File: config.mk
export PLATFORM = sky130hd
export DESIGN_NAME = nibble_serial_add_ctrl
export DESIGN_NICKNAME = d
export VERILOG_FILES = /design/src/rtl/nibble_serial_add_ctrl.sv
export SDC_FILE = /design/constraint.sdc
export NUM_CORES = 1
export LEC_CHECK = 0
export ABC_AREA = 1
export CORE_AREA = 2 2 104 106
export CTS_CLUSTER_SIZE = 40
export DETAILED_ROUTE_END_ITERATION = 16
export DIE_AREA = 0 0 106 108
export PLACE_DENSITY = 0.52
export SYNTH_ARGS = -nofsm -noshare
export SYNTH_HDL_FRONTEND = slang
export SYNTH_SLANG_ARGS = --single-unit
export TNS_END_PERCENT = 100
File: constraint.sdc
create_clock -name clk_i -period 2.3 [get_ports clk_i]
set_input_delay 0.46 -clock clk_i [delete_from_list [all_inputs] [get_ports clk_i]]
set_output_delay 0.46 -clock clk_i [all_outputs]
set_load 0.005 [all_outputs]
File: src/rtl/nibble_serial_add_ctrl.sv
// Nibble-serial add/subtract sequencer.
// A WIDTH = 4*NIBBLES bit add or subtract is computed one nibble per clock,
// least significant nibble first, on a shared external 4-bit adder. The
// external adder is combinational. This block feeds its operand and carry
// ports from flops and captures its sum and carry on each edge.
module nibble_serial_add_ctrl #(
  parameter int unsigned NIBBLES = 4,
  localparam int unsigned WIDTH = 4 * NIBBLES
) (
  input  logic             clk_i,
  input  logic             rst_i,
  input  logic             start_i,
  input  logic             sub_i,
  input  logic             cin_i,
  input  logic [WIDTH-1:0] op_a_i,
  input  logic [WIDTH-1:0] op_b_i,
  output logic             busy_o,
  output logic             done_o,
  output logic [WIDTH-1:0] result_o,
  output logic             cout_o,
  output logic             ovf_o,
  output logic [3:0]       adder_r1_o,
  output logic [3:0]       adder_r2_o,
  output logic             adder_ci_o,
  input  logic [3:0]       adder_sum_i,
  input  logic             adder_carry_i
);

  localparam int unsigned IdxW = (NIBBLES > 1) ? $clog2(NIBBLES) : 1;

  localparam logic [1:0] StIdle = 2'd0;
  localparam logic [1:0] StRun  = 2'd1;
  localparam logic [1:0] StDone = 2'd2;

  localparam logic [IdxW-1:0] IdxLast = IdxW'(NIBBLES - 1);

  logic [1:0]       state_q, state_d;
  logic [IdxW-1:0]  idx_q, idx_d;
  logic [WIDTH-1:0] a_sh_q, a_sh_d;
  logic [WIDTH-1:0] b_sh_q, b_sh_d;
  logic             carry_q, carry_d;
  logic             a_msb_q, a_msb_d;
  logic             b_msb_q, b_msb_d;
  logic [WIDTH-1:0] result_q, result_d;
  logic             cout_q, cout_d;
  logic             ovf_q, ovf_d;
  logic [WIDTH-1:0] eff_b;

  // Subtraction is A + ~B + 1. Inverting B once at accept time keeps the run loop mode-free.
  assign eff_b = sub_i ? ~op_b_i : op_b_i;

  // Next-state: accept in IDLE, one nibble per RUN cycle, single DONE cycle.
  always_comb begin
    state_d  = state_q;
    idx_d    = idx_q;
    a_sh_d   = a_sh_q;
    b_sh_d   = b_sh_q;
    carry_d  = carry_q;
    a_msb_d  = a_msb_q;
    b_msb_d  = b_msb_q;
    result_d = result_q;
    cout_d   = cout_q;
    ovf_d    = ovf_q;

    case (state_q)
      StIdle: begin
        if (start_i) begin
          a_sh_d   = op_a_i;
          b_sh_d   = eff_b;
          carry_d  = sub_i ? 1'b1 : cin_i;
          a_msb_d  = op_a_i[WIDTH-1];
          b_msb_d  = eff_b[WIDTH-1];
          idx_d    = '0;
          result_d = '0;
          cout_d   = 1'b0;
          ovf_d    = 1'b0;
          state_d  = StRun;
        end
      end

      StRun: begin
        result_d[{idx_q, 2'b00} +: 4] = adder_sum_i;
        // After NIBBLES shifts both operand registers are all-zero. This is what
        // parks the adder operand ports at 0 outside RUN without any output gating.
        a_sh_d  = a_sh_q >> 4;
        b_sh_d  = b_sh_q >> 4;
        carry_d = adder_carry_i;
        idx_d   = idx_q + IdxW'(1);
        if (idx_q == IdxLast) begin
          cout_d  = adder_carry_i;
          ovf_d   = (a_msb_q == b_msb_q) && (adder_sum_i[3] != a_msb_q);
          // Clear the running carry so adder_ci returns to 0. cout_q keeps the value.
          carry_d = 1'b0;
          idx_d   = '0;
          state_d = StDone;
        end
      end

      StDone: begin
        state_d = StIdle;
      end

      default: begin
        state_d = StIdle;
      end
    endcase
  end

  // State and datapath registers. Reset aborts any operation in flight.
  always_ff @(posedge clk_i or posedge rst_i) begin
    if (rst_i) begin
      state_q  <= StIdle;
      idx_q    <= '0;
      a_sh_q   <= '0;
      b_sh_q   <= '0;
      carry_q  <= 1'b0;
      a_msb_q  <= 1'b0;
      b_msb_q  <= 1'b0;
      result_q <= '0;
      cout_q   <= 1'b0;
      ovf_q    <= 1'b0;
    end else begin
      state_q  <= state_d;
      idx_q    <= idx_d;
      a_sh_q   <= a_sh_d;
      b_sh_q   <= b_sh_d;
      carry_q  <= carry_d;
      a_msb_q  <= a_msb_d;
      b_msb_q  <= b_msb_d;
      result_q <= result_d;
      cout_q   <= cout_d;
      ovf_q    <= ovf_d;
    end
  end

  assign busy_o   = (state_q == StRun) || (state_q == StDone);
  assign done_o   = (state_q == StDone);
  assign result_o = result_q;
  assign cout_o   = cout_q;
  assign ovf_o    = ovf_q;

  // Adder ports come straight from flops, so they are glitch-free.
  assign adder_r1_o = a_sh_q[3:0];
  assign adder_r2_o = b_sh_q[3:0];
  assign adder_ci_o = carry_q;

endmodule

======== Word-level counts from Yosys, hierarchy flattened ========
Index checks and enable logic that the tools add are counted.
word-level totals
  output and inout bits ................... 29
  input port bits ......................... 42
  logic and storage cells ................. 53
  register bits ........................... 57
cells by class
  bitwise gates (word level) .............. 1
  mux-type cells .......................... 23
  reductions and logical operators ........ 8
  equal/unequal tests ..................... 7
  $add $sub $neg .......................... 2
  shift operators ......................... 2
operators by type and width
  kind                                                                    count
  16-bit case mux with 2 select lines                                     3
  16-bit 2-to-1 mux                                                       4
  16-bit bitwise mux                                                      1
  16-bit NOT                                                              1
  4-bit by 6-bit variable shift with 16-bit output, first input constant  1
  4-bit by 6-bit variable part select with 16-bit output                  1
  2-bit 2-to-1 mux                                                        4
  2-bit case mux with 2 select lines                                      2
  1-bit 2-to-1 mux                                                        6
  4-bit negator with 6-bit output                                         1
  1-bit case mux with 2 select lines                                      3
  2-bit AND reduction                                                     3
  2-bit equality test, second input constant                              2
  2-bit != test, second input constant                                    2
  3-bit AND reduction                                                     1
  2-bit by 1-bit adder with 2-bit output, second input constant           1
  2-bit by 1-bit equality test with 1-bit output, second input constant   1
  2-bit zero test                                                         1
  2-bit nonzero test                                                      1
  1-bit equality test                                                     1
  1-bit logical AND                                                       1
  1-bit logical OR                                                        1
  1-bit != test                                                           1

======== Logic depth before layout (Yosys ltp) ========
  word-level depth ........................ 4
  gate-level depth with buffers ........... 9
  mapped depth without buffers ............ 8

======== Least setup slack after synthesis ========
OpenSTA, ideal clock, no wires.
  path kind ............................... reg-to-reg
  start ................................... register idx_q[0]
  end ..................................... register result_q[12] (netlist: result_o[12])
  buffers on the path ..................... 0
  cell stages (with the launch flop) ...... 8
  required time ........................... 2.235 ns
  arrival ................................. 1.454 ns
  path slack .............................. 0.781 ns
  period minus slack after synthesis ...... 1.519 ns
  path through ............................ dfrtp_1 clkinv_1 ha_1 nor2_1 nand3_1 nor2_1 nand2_1 nand2_1
between the ends
  cells in the longest elaborated chain, start to end .. 4
ends and longest elaborated chain
  item                                                                                                                        RTL line  RTL
  start, declared                                                                                                             38        logic [IdxW-1:0] idx_q, idx_d;
  start signal, assigned                                                                                                      124       idx_q <= idx_d;
  4-bit negator with 6-bit output (*)                                                                                         82        result_d[{idx_q, 2'b00} +: 4] = adder_sum_i;
  4-bit by 6-bit variable part select with 16-bit output or 4-bit by 6-bit variable shift with 16-bit output (tied branches)  82
  16-bit bitwise mux (*)                                                                                                      82
  16-bit case mux with 2 select lines (*)                                                                                     65        case (state_q)
  end signal, assigned                                                                                                        130       result_q <= result_d;
  end, declared                                                                                                               44        logic [WIDTH-1:0] result_q, result_d;
Every way passes the cells marked *; elsewhere a longest branch is shown, timed or not.
A chain may end at the register's enable or synchronous reset.

======== Final worst setup path ========
  start ................................... register state_q[1]
  end ..................................... output busy_o
between the ends
  cells in the longest elaborated chain, start to end .. 2
ends and longest elaborated chain
  item                                                                                   RTL line  RTL
  start, declared                                                                        37        logic [1:0] state_q, state_d;
  start signal, assigned                                                                 112       state_q <= StIdle;
  start signal, assigned                                                                 123       state_q <= state_d;
  2-bit by 1-bit equality test with 1-bit output or 2-bit equality test (tied branches)  136       assign busy_o = (state_q == StRun) || (state_q == StDone);
  1-bit logical OR (*)                                                                   136
  end, declared                                                                          17        output logic busy_o,
Marks and branches as above.

==> impl_metrics.py <==
metrics = {
    "outcome": {
        "status": "finished, final reports clean",
    },
    "place": {
        "gp_congestion": 0.797,
        "io_buffers": 70,
        "pre_cts_ws_ps": 485,
        "dpl.cell_count": 597,
        "dp_hpwl_um": 5040,
    },
    "worst_setup_path": {
        "r2r_end": "result_o[14]",
        "crit_required_ps": 1840,
        "worstSetupEndpointType": "output pin",
        "reg2reg_depth": 7,
        "reg2reg_setup_slack_ps": 530,
        "cp.arrival_ps": 1560,
        "cp-start-kind": "register",
        "cp_max_fo": 3,
        "r2r-start": "idx_q[0]",
        "path_class": "register to output pin",
    },
    "synth": {
        "syn-num-nets": 460,
        "yosys.area_share.simple": 0.305,
        "synth-seq-area-share": 0.471,
        "synthXorXnorAreaFrac": 0.00868,
        "ys_warn_count": 0,
        "synth_compound_area_frac": 0.0868,
        "syn-cell-area_um2": 3030,
        "muxShareOfSynthArea": 0,
        "ys_types": 19,
        "synth_top_family_by_area": "simple AND/OR/NAND/NOR gates",
        "syn_avg_cell_area_um2": 7.42,
        "syn_inst": 408,
        "ys_seq_elements": 57,
        "synthAdderAreaFrac": 0.0413,
    },
    "cells_and_area": {
        "antennaDiodeCount": 0,
        "layout-drive-gt1-share": 0.0587,
        "syn_to_final_growth_pct": 32.5,
        "fillers": 1079,
        "mostFrequentLayoutCells": "nand2_1 (181), clkdlybuf4s50_1 (70), dfrtp_1 (57)",
        "mostFrequentLayoutCell": "nand2_1",
        "final_cells": 613,
        "layout.nets": 524,
    },
    "timing": {
        "finalSetupViolCount": 0,
        "hold_viol": 0,
        "hold_slack_ps": 472,
        "fmax_ghz": 0.496,
        "rsz0062_at_grt": "no",
        "tightest_slew_ps": 333,
        "finalWorstSetupSlack_ps": 282,
        "period_share": 0.877,
        "fin_worst_skew_ps": 12.4,
        "setup_tns_ps": 0,
        "slew_viol_final": 0,
        "fin_crit_ps": 2020,
        "max_slew_margin": 0.777,
    },
    "cts": {
        "postCtsHoldBufs": 0,
        "clk_path_buf_depth": 2,
        "post_cts_buffers": 0,
        "cts-root-buf": "clkbuf_8",
        "cts_inserted_buffers": 9,
        "cts_resized": 0,
        "clock_latency_ps": 340,
        "clk_pin_slew_ps": 60,
        "cts_tree": "done",
        "h-tree-depth": 3,
        "clock-sinks": 57,
    },
    "hold_path": {
        "hold_start": "result_o[3]",
        "hold_path_depth": 2,
        "hp-class": "register to register",
        "hold_end": "result_o[3]",
    },
    "global_route": {
        "grt_pass1_wl_um": 12500,
        "grt_use_total": 0.139,
        "overflow": 0,
        "antenna_found_initial": 0,
        "grt_max_degree": 58,
        "grt_pass1_vias": 2684,
    },
    "power_and_ir_drop": {
        "p_per_area_nw_per_um2": 1150,
        "p_leak_uw": 0.00194,
        "peakVddDrop_v": 0.000371,
    },
    "die": {
        "die_y_um": 108,
        "core_area_um2": 10200,
        "fp.dieArea_um2": 11400,
        "row_count": 37,
        "die_x_um": 106,
        "initial_utilization": 0.296,
        "io_pins": 71,
    },
    "routing": {
        "wirelength_um": 7370,
        "first_iter_violations": 113,
        "drc": 0,
        "vias_per_cell": 4.37,
        "avgRoutedWirePerCell_um": 12.0,
        "antenna_left": 0,
        "vias": 2678,
        "dr.pass1.iters": 4,
    },
    "run": {
        "cap_violations": 0,
    },
}
==> power breakdown <==
group,switching (uW),internal [uW]
sequential,172,1360
clock,407,526
combinational,1280,848
==> registers in the layout (all words and copies together) (netlist names), 2 cells and up <==
signal / cells
result_o: 16
state_q: 2
idx_q: 2
a_sh_q: 16
b_sh_q: 16
==> cells in the mapped netlist, drive strengths merged <==
cell	instances	area [um2]
dfrtp	57	1430
clkinv	1	3.75
nor2	32	125
nand3	17	85.1
ha	10	125
xnor2	3	26.3
buf	23	156
nor3	4	20.0
clkbuf	1	3.75
nand2	183	692
o21ai	45	225
o211ai	5	37.5
inv	27	101
==> cells by family (layout without fill, tap and decap cells) <==
kind of cell / after synthesis / in the layout
flops: 57 / 57
xor+xnor: 3 / 3
compound gates: 50 / 50
fa+ha+maj: 10 / 10
simple gates: 236 / 236
buf+inv: 52 / 121
==> routing by layer <==
layer	vias to the layer above	track usage	part of all wire
met5	-	0	0
met4	0	0.0479	0.014
met3	10	0.0398	0.048
met2	55	0.235	0.46
met1	1227	0.171	0.48
li1	1386	-	-
==> final cells by class <==
cell class,instances,area (um2),share of cell area
inverters,28,105,0.0262
multi-input cells,299,1340,0.333
clock buffers,11,141,0.0352
flip-flops and latches,57,1430,0.355
well taps,136,170,0.0424
clock inverters,5,55.1,0.0137
repair buffers,77,778,0.194
==> worst max-delay path, stage by stage (launching register included) <==
cell and delay (ps):
dfrtp_1 370, inv_1 90, ha_1 280, clkdlybuf4s50_1 490
==> per-stage QoR <==
step           total power [uW]  area (um2)  utilization
2_1_floorplan              3060        3030            -
3_3_place_gp               3680        3820        0.373
3_5_place_dp               3720        3820        0.373
4_1_cts                    4680        4010        0.392
5_1_grt                    5050        4010        0.392
6_report                   4590        4010        0.392
==> how the worst max path moves through the flow <==
stage,start,to,slack [ps],cells past startpoint
5_1_grt,state_q[0],busy_o,230,3
3_3_place_gp,start_i,adder_ci_o,510,7
4_1_cts,state_q[1],busy_o,260,3
6_report,state_q[1],busy_o,280,3
2_1_floorplan,rst_i,a_msb_q,440,1
3_5_place_dp,start_i,b_sh_q[14],480,7
Note: power is estimated with default switching activity, not from simulation.
==> RTL edit 1, RTL diff (config.mk and constraints unchanged) <==
Reset style: synchronous (`rst_i`), changed in one clocked block.
--- a/src/rtl/nibble_serial_add_ctrl.sv
+++ b/src/rtl/nibble_serial_add_ctrl.sv
@@ -107,7 +107,7 @@
   end
 
   // State and datapath registers. Reset aborts any operation in flight.
-  always_ff @(posedge clk_i or posedge rst_i) begin
+  always_ff @(posedge clk_i) begin
     if (rst_i) begin
       state_q  <= StIdle;
       idx_q    <= '0;
Behaviour: differs if rst_i is asserted again (counterexample within 4 cycles, from zero or initial values and one cycle with rst_i high); with rst_i held inactive, the same outputs for 10 cycles.
==> RTL edit 1 against the unedited design <==
Via count shrank 1.3%. Sequential cell count is the same. Final area shrank 5.6%. Routed wire length shrank 2.3%. Fmax grew 0.35%. Setup slack gained 0.0071 ns. Global-route usage shrank 0.81 points. First-iteration DRC count shrank 36%. Synthesized area shrank 6.2%. Count of clock-buffer cells in the layout is the same.
Power is not compared: it rests on default switching activity, and its combinational part moved more than twofold at a synthesized area within 25%.
==> RTL edit 1: results (changes against the unedited design) <==
Total GRT Usage: 13.1% (-0.81 points)
run status: complete, no violations
drt via density: 4.50 (+3.0%)
peak per-stage delay on the critical path: 0.51 ns (+0.02 ns)
vias in the first global route: 2527 (-5.8%)
sequential share of cell area: 30.1% (-5.4 points)
Min Hold Slack: 0.460 ns (-0.0118 ns)
Synth cell types: 27 (+8)
placed cell count: 571 (-4.4%)
multi-input gate share of total cell area: 37.4% (+4.1 points)
Non-CTS buffers: 78 (+1.3%)
Detail Route met3 WL: 332 µm (-5.4%)
syn avg cell area: 7.32 µm² (-1.3%)
largest net degree at the start of global routing: 36 (-38%)
Post-DP Area: 0.00357 mm² (-6.5%)
syn nets: 440 (-4.3%)
min-delay src: result_o[7]
worst r2r dst: result_o[13]
hpwl dp: 5110 µm (+1.4%)
share of cells above drive strength 1: 11.5% (+5.7 points)
# fillers: 1095 (+1.5%)
met1 Use GR: 17.2% (+0.12 points)
R2R Setup Slk: 0.49 ns (-0.04 ns)
Final GP Congestion: 0.789 (-1.0%)
Non-clk invs: 20 (-29%)
first-pass GRT wire length: 11900 µm (-4.7%)
clock network area share: 5.81% (+0.91 points)
commonest cells in the netlist: nand2_1 (92), a21oi_1 (69), dfxtp_1 (57)
Post-Route WL: 7200 µm (-2.3%)
total number of vias: 2642 (-1.3%)
Worst Skew: 0.00776 ns (-0.00466 ns)
Final Cell Area: 0.00379 mm² (-5.6%)
iteration-0 DRC count of the detailed router: 72 (-36%)
routing usage on met3: 3.38% (-0.60 points)
final net count: 498 (-5.0%)
worst r2r src: idx_q[0]
Post-Place Setup Slack: 0.313 ns (-0.172 ns)
NonClk Buf Share: 20.1% (+0.68 points)
largest cells by area after synthesis: dfxtp_1 (40%), a21oi_1 (12%), nand2_1 (12%)
Multi-In Gates: 280 (-6.4%)
hold endpoint: result_o[7]
==> RTL edit 1: power groups by stage <==
stage	Combinational [µW]	Clock [µW]	Sequential (µW)
4_1_cts	697	1080	1150
3_3_place_gp	682	0	1170
6_report	688	1050	1150
2_1_floorplan	493	0	1150
3_5_place_dp	693	0	1170
5_1_grt	776	1120	1160
==> RTL edit 1: logic make-up after synthesis <==
kind of cell,share of synthesized area [%]
AO/OA/AOI/OAI,21.1
XOR/XNOR,0.925
adder cells (fa/ha/maj),4.40
buffers and inverters,10.0
flip-flops,40.2
AND/OR/NAND/NOR,23.3
==> RTL edit 1: how the worst max path moves through the flow <==
stage                               to        from  slack, ns
after floorplan           result_o[12]    idx_q[0]       0.83
after global placement        idx_q[0]     start_i       0.34
after detailed placement      idx_q[0]     start_i       0.31
after CTS                       busy_o  state_q[1]       0.26
after global routing            busy_o  state_q[1]       0.22
final                           busy_o  state_q[1]       0.29
==> RTL edit 2, RTL diff (same settings) <==
Without the edit above. Change the parameter `NIBBLES` from 4 to 2. Comments in the files are not updated.
--- a/src/rtl/nibble_serial_add_ctrl.sv
+++ b/src/rtl/nibble_serial_add_ctrl.sv
@@ -4,7 +4,7 @@
 // external adder is combinational. This block feeds its operand and carry
 // ports from flops and captures its sum and carry on each edge.
 module nibble_serial_add_ctrl #(
-  parameter int unsigned NIBBLES = 4,
+  parameter int unsigned NIBBLES = 2,
   localparam int unsigned WIDTH = 4 * NIBBLES
 ) (
   input  logic             clk_i,
Ports: changed (resized op_a_i, op_b_i and result_o); port bits go from 71 to 47. No check against the original RTL was run, so the function may have changed too.
==> RTL edit 2 against the unedited design <==
Routed wire length fell by 44%. Global-route usage shrank 6.4 points. Setup slack lost 0.012 ns. Total power decreased by 39%. Sequential cell count decreased by 25. Final cell count fell by 39%. Final area down 44%. Critical path depth is the same. Synthesized area decreased by 47%. Fmax down 0.60%. Core utilization fell by 17 points. Largest cell class unchanged. Largest power group unchanged.
==> RTL edit 2: results (changes against the unedited design) <==
hold endpoint: adder_ci_o
Skew-Pair Late Insertion Delay: 0.28 ns (-0.06 ns)
iteration-0 DRC count of the detailed router: 49 (-57%)
mean routed wirelength per cell: 10.9 µm (-9.1%)
Post-CTS Resized: 0 (unchanged)
largest cells by area after synthesis: dfrtp_1 (49%), nand2_1 (14%), o21ai_0 (6.8%)
# fillers: 1126 (+4.4%)
syn avg cell area: 8.14 µm² (+9.6%)
placed cell count: 369 (-38%)
CP max-delay cell: clkdlybuf4s50_1
Worst Skew: 0.00498 ns (-0.00744 ns)
R2R Setup Slk: 0.59 ns (+0.06 ns)
Leakage: 0.00100 µW (-49%)
fraction of the yosys area taken by sequential cells: 49.5% (+2.4 points)
worst r2r dst: ovf_o
FF-to-FF path depth: 8 (+1)
routing usage on met3: 3.13% (-0.84 points)
hpwl dp: 3110 µm (-38%)
first-pass GRT wire length: 6610 µm (-47%)
drt via density: 3.53 (-19%)
Post-Route WL: 4110 µm (-44%)
syn nets: 230 (-50%)
met2 global-route usage: 12.1% (-11 points)
vias in the first global route: 1289 (-52%)
IO buf count: 46 (-34%)
critical path peak fanout: 4 (+1)
min-delay src: adder_ci_o
number of buffers created by CTS: 5 (-4)
htree depth: 2 (-1)
Total GRT Usage: 7.48% (-6.4 points)
Worst EP arrival: 1.57 ns
commonest cells in the netlist: nand2_1 (59), dfrtp_1 (32), o21ai_0 (22)
worst r2r src: state_q[1]
Final GP Congestion: 0.725 (-9.0%)
final net count: 271 (-48%)
met1 Use GR: 9.23% (-7.8 points)
largest net degree at the start of global routing: 33 (-43%)
peak supply drop: 0.000299 V (-20%)
share of cells above drive strength 1: 7.50% (+1.6 points)
Max-slew headroom: 66.7% (-11 points)
run status: complete, no violations
==> RTL edit 2: cell count changes after synthesis, sizes merged, moves of 5 or more <==
cell,before,now
ha,10,5
nand3,17,6
o21ai,45,34
inv,27,19
buf,23,14
nor2,32,20
nand2,183,61
o211ai,5,0
dfrtp,57,32
==> RTL edit 2: stage by stage <==
stage / setup WS [ns] / hold WS, ns / cell area (µm²)
final: 0.270 / 0.485 / 2260
after global routing: 0.168 / 0.534 / 2260
after CTS: 0.252 / 0.487 / 2260
after detailed placement: 0.360 / 0.468 / 2160
after global placement: 0.397 / 0.472 / 2160
after floorplan: 0.952 / 0.450 / 1620
==> RTL edit 2: worst max-delay path by stage <==
stage	from	end	slack, ns	cells after the start
3_3_place_gp	start_i	ovf_o	0.40	7
4_1_cts	state_q[1]	busy_o	0.25	3
2_1_floorplan	state_q[1]	cout_o	0.95	8
6_report	state_q[1]	busy_o	0.27	3
5_1_grt	state_q[1]	busy_o	0.17	3
3_5_place_dp	start_i	ovf_o	0.36	7
==> RTL edit 2: cell type report <==
class | instances | area (µm²) | area share (%)
timing repair buffer | 48 | 475 | 21.1
clock buffer | 7 | 96.3 | 4.27
multi-input combinational | 134 | 644 | 28.5
inverter | 19 | 71.3 | 3.16
tap | 136 | 170 | 7.53
sequential | 32 | 801 | 35.5
==> RTL edit 2: critical path: cells and delay by family (launching register included) <==
family / cells / cell delay [ns]
buffers and inverters: 2 / 0.61
flip-flops: 1 / 0.38
adder cells (fa/ha/maj): 1 / 0.30
==> RTL edit 2: cells by family (layout without fill, tap and decap cells) <==
group,count (synthesis),after routing,synth area share (%)
AO/OA/AOI/OAI,38,38,12.7
adder cells (fa/ha/maj),5,5,3.86
flip-flops,32,32,49.5
XOR/XNOR,4,4,2.16
buffers and inverters,33,74,10.7
AND/OR/NAND/NOR,87,87,21.1
==> RTL edit 2: per-layer routing <==
metal	part of all wire [%]	routed length [µm]
met4	0.71	29
met5	0	0
met2	48	1950
met1	45	1860
met3	6.4	263
==> RTL edit 2: power by group <==
part	leakage [µW]	switching, µW	internal, µW	total (µW)
logic	0.000540	752	631	1380
registers	0.000410	141	815	956
clock network	0.0000503	202	266	469
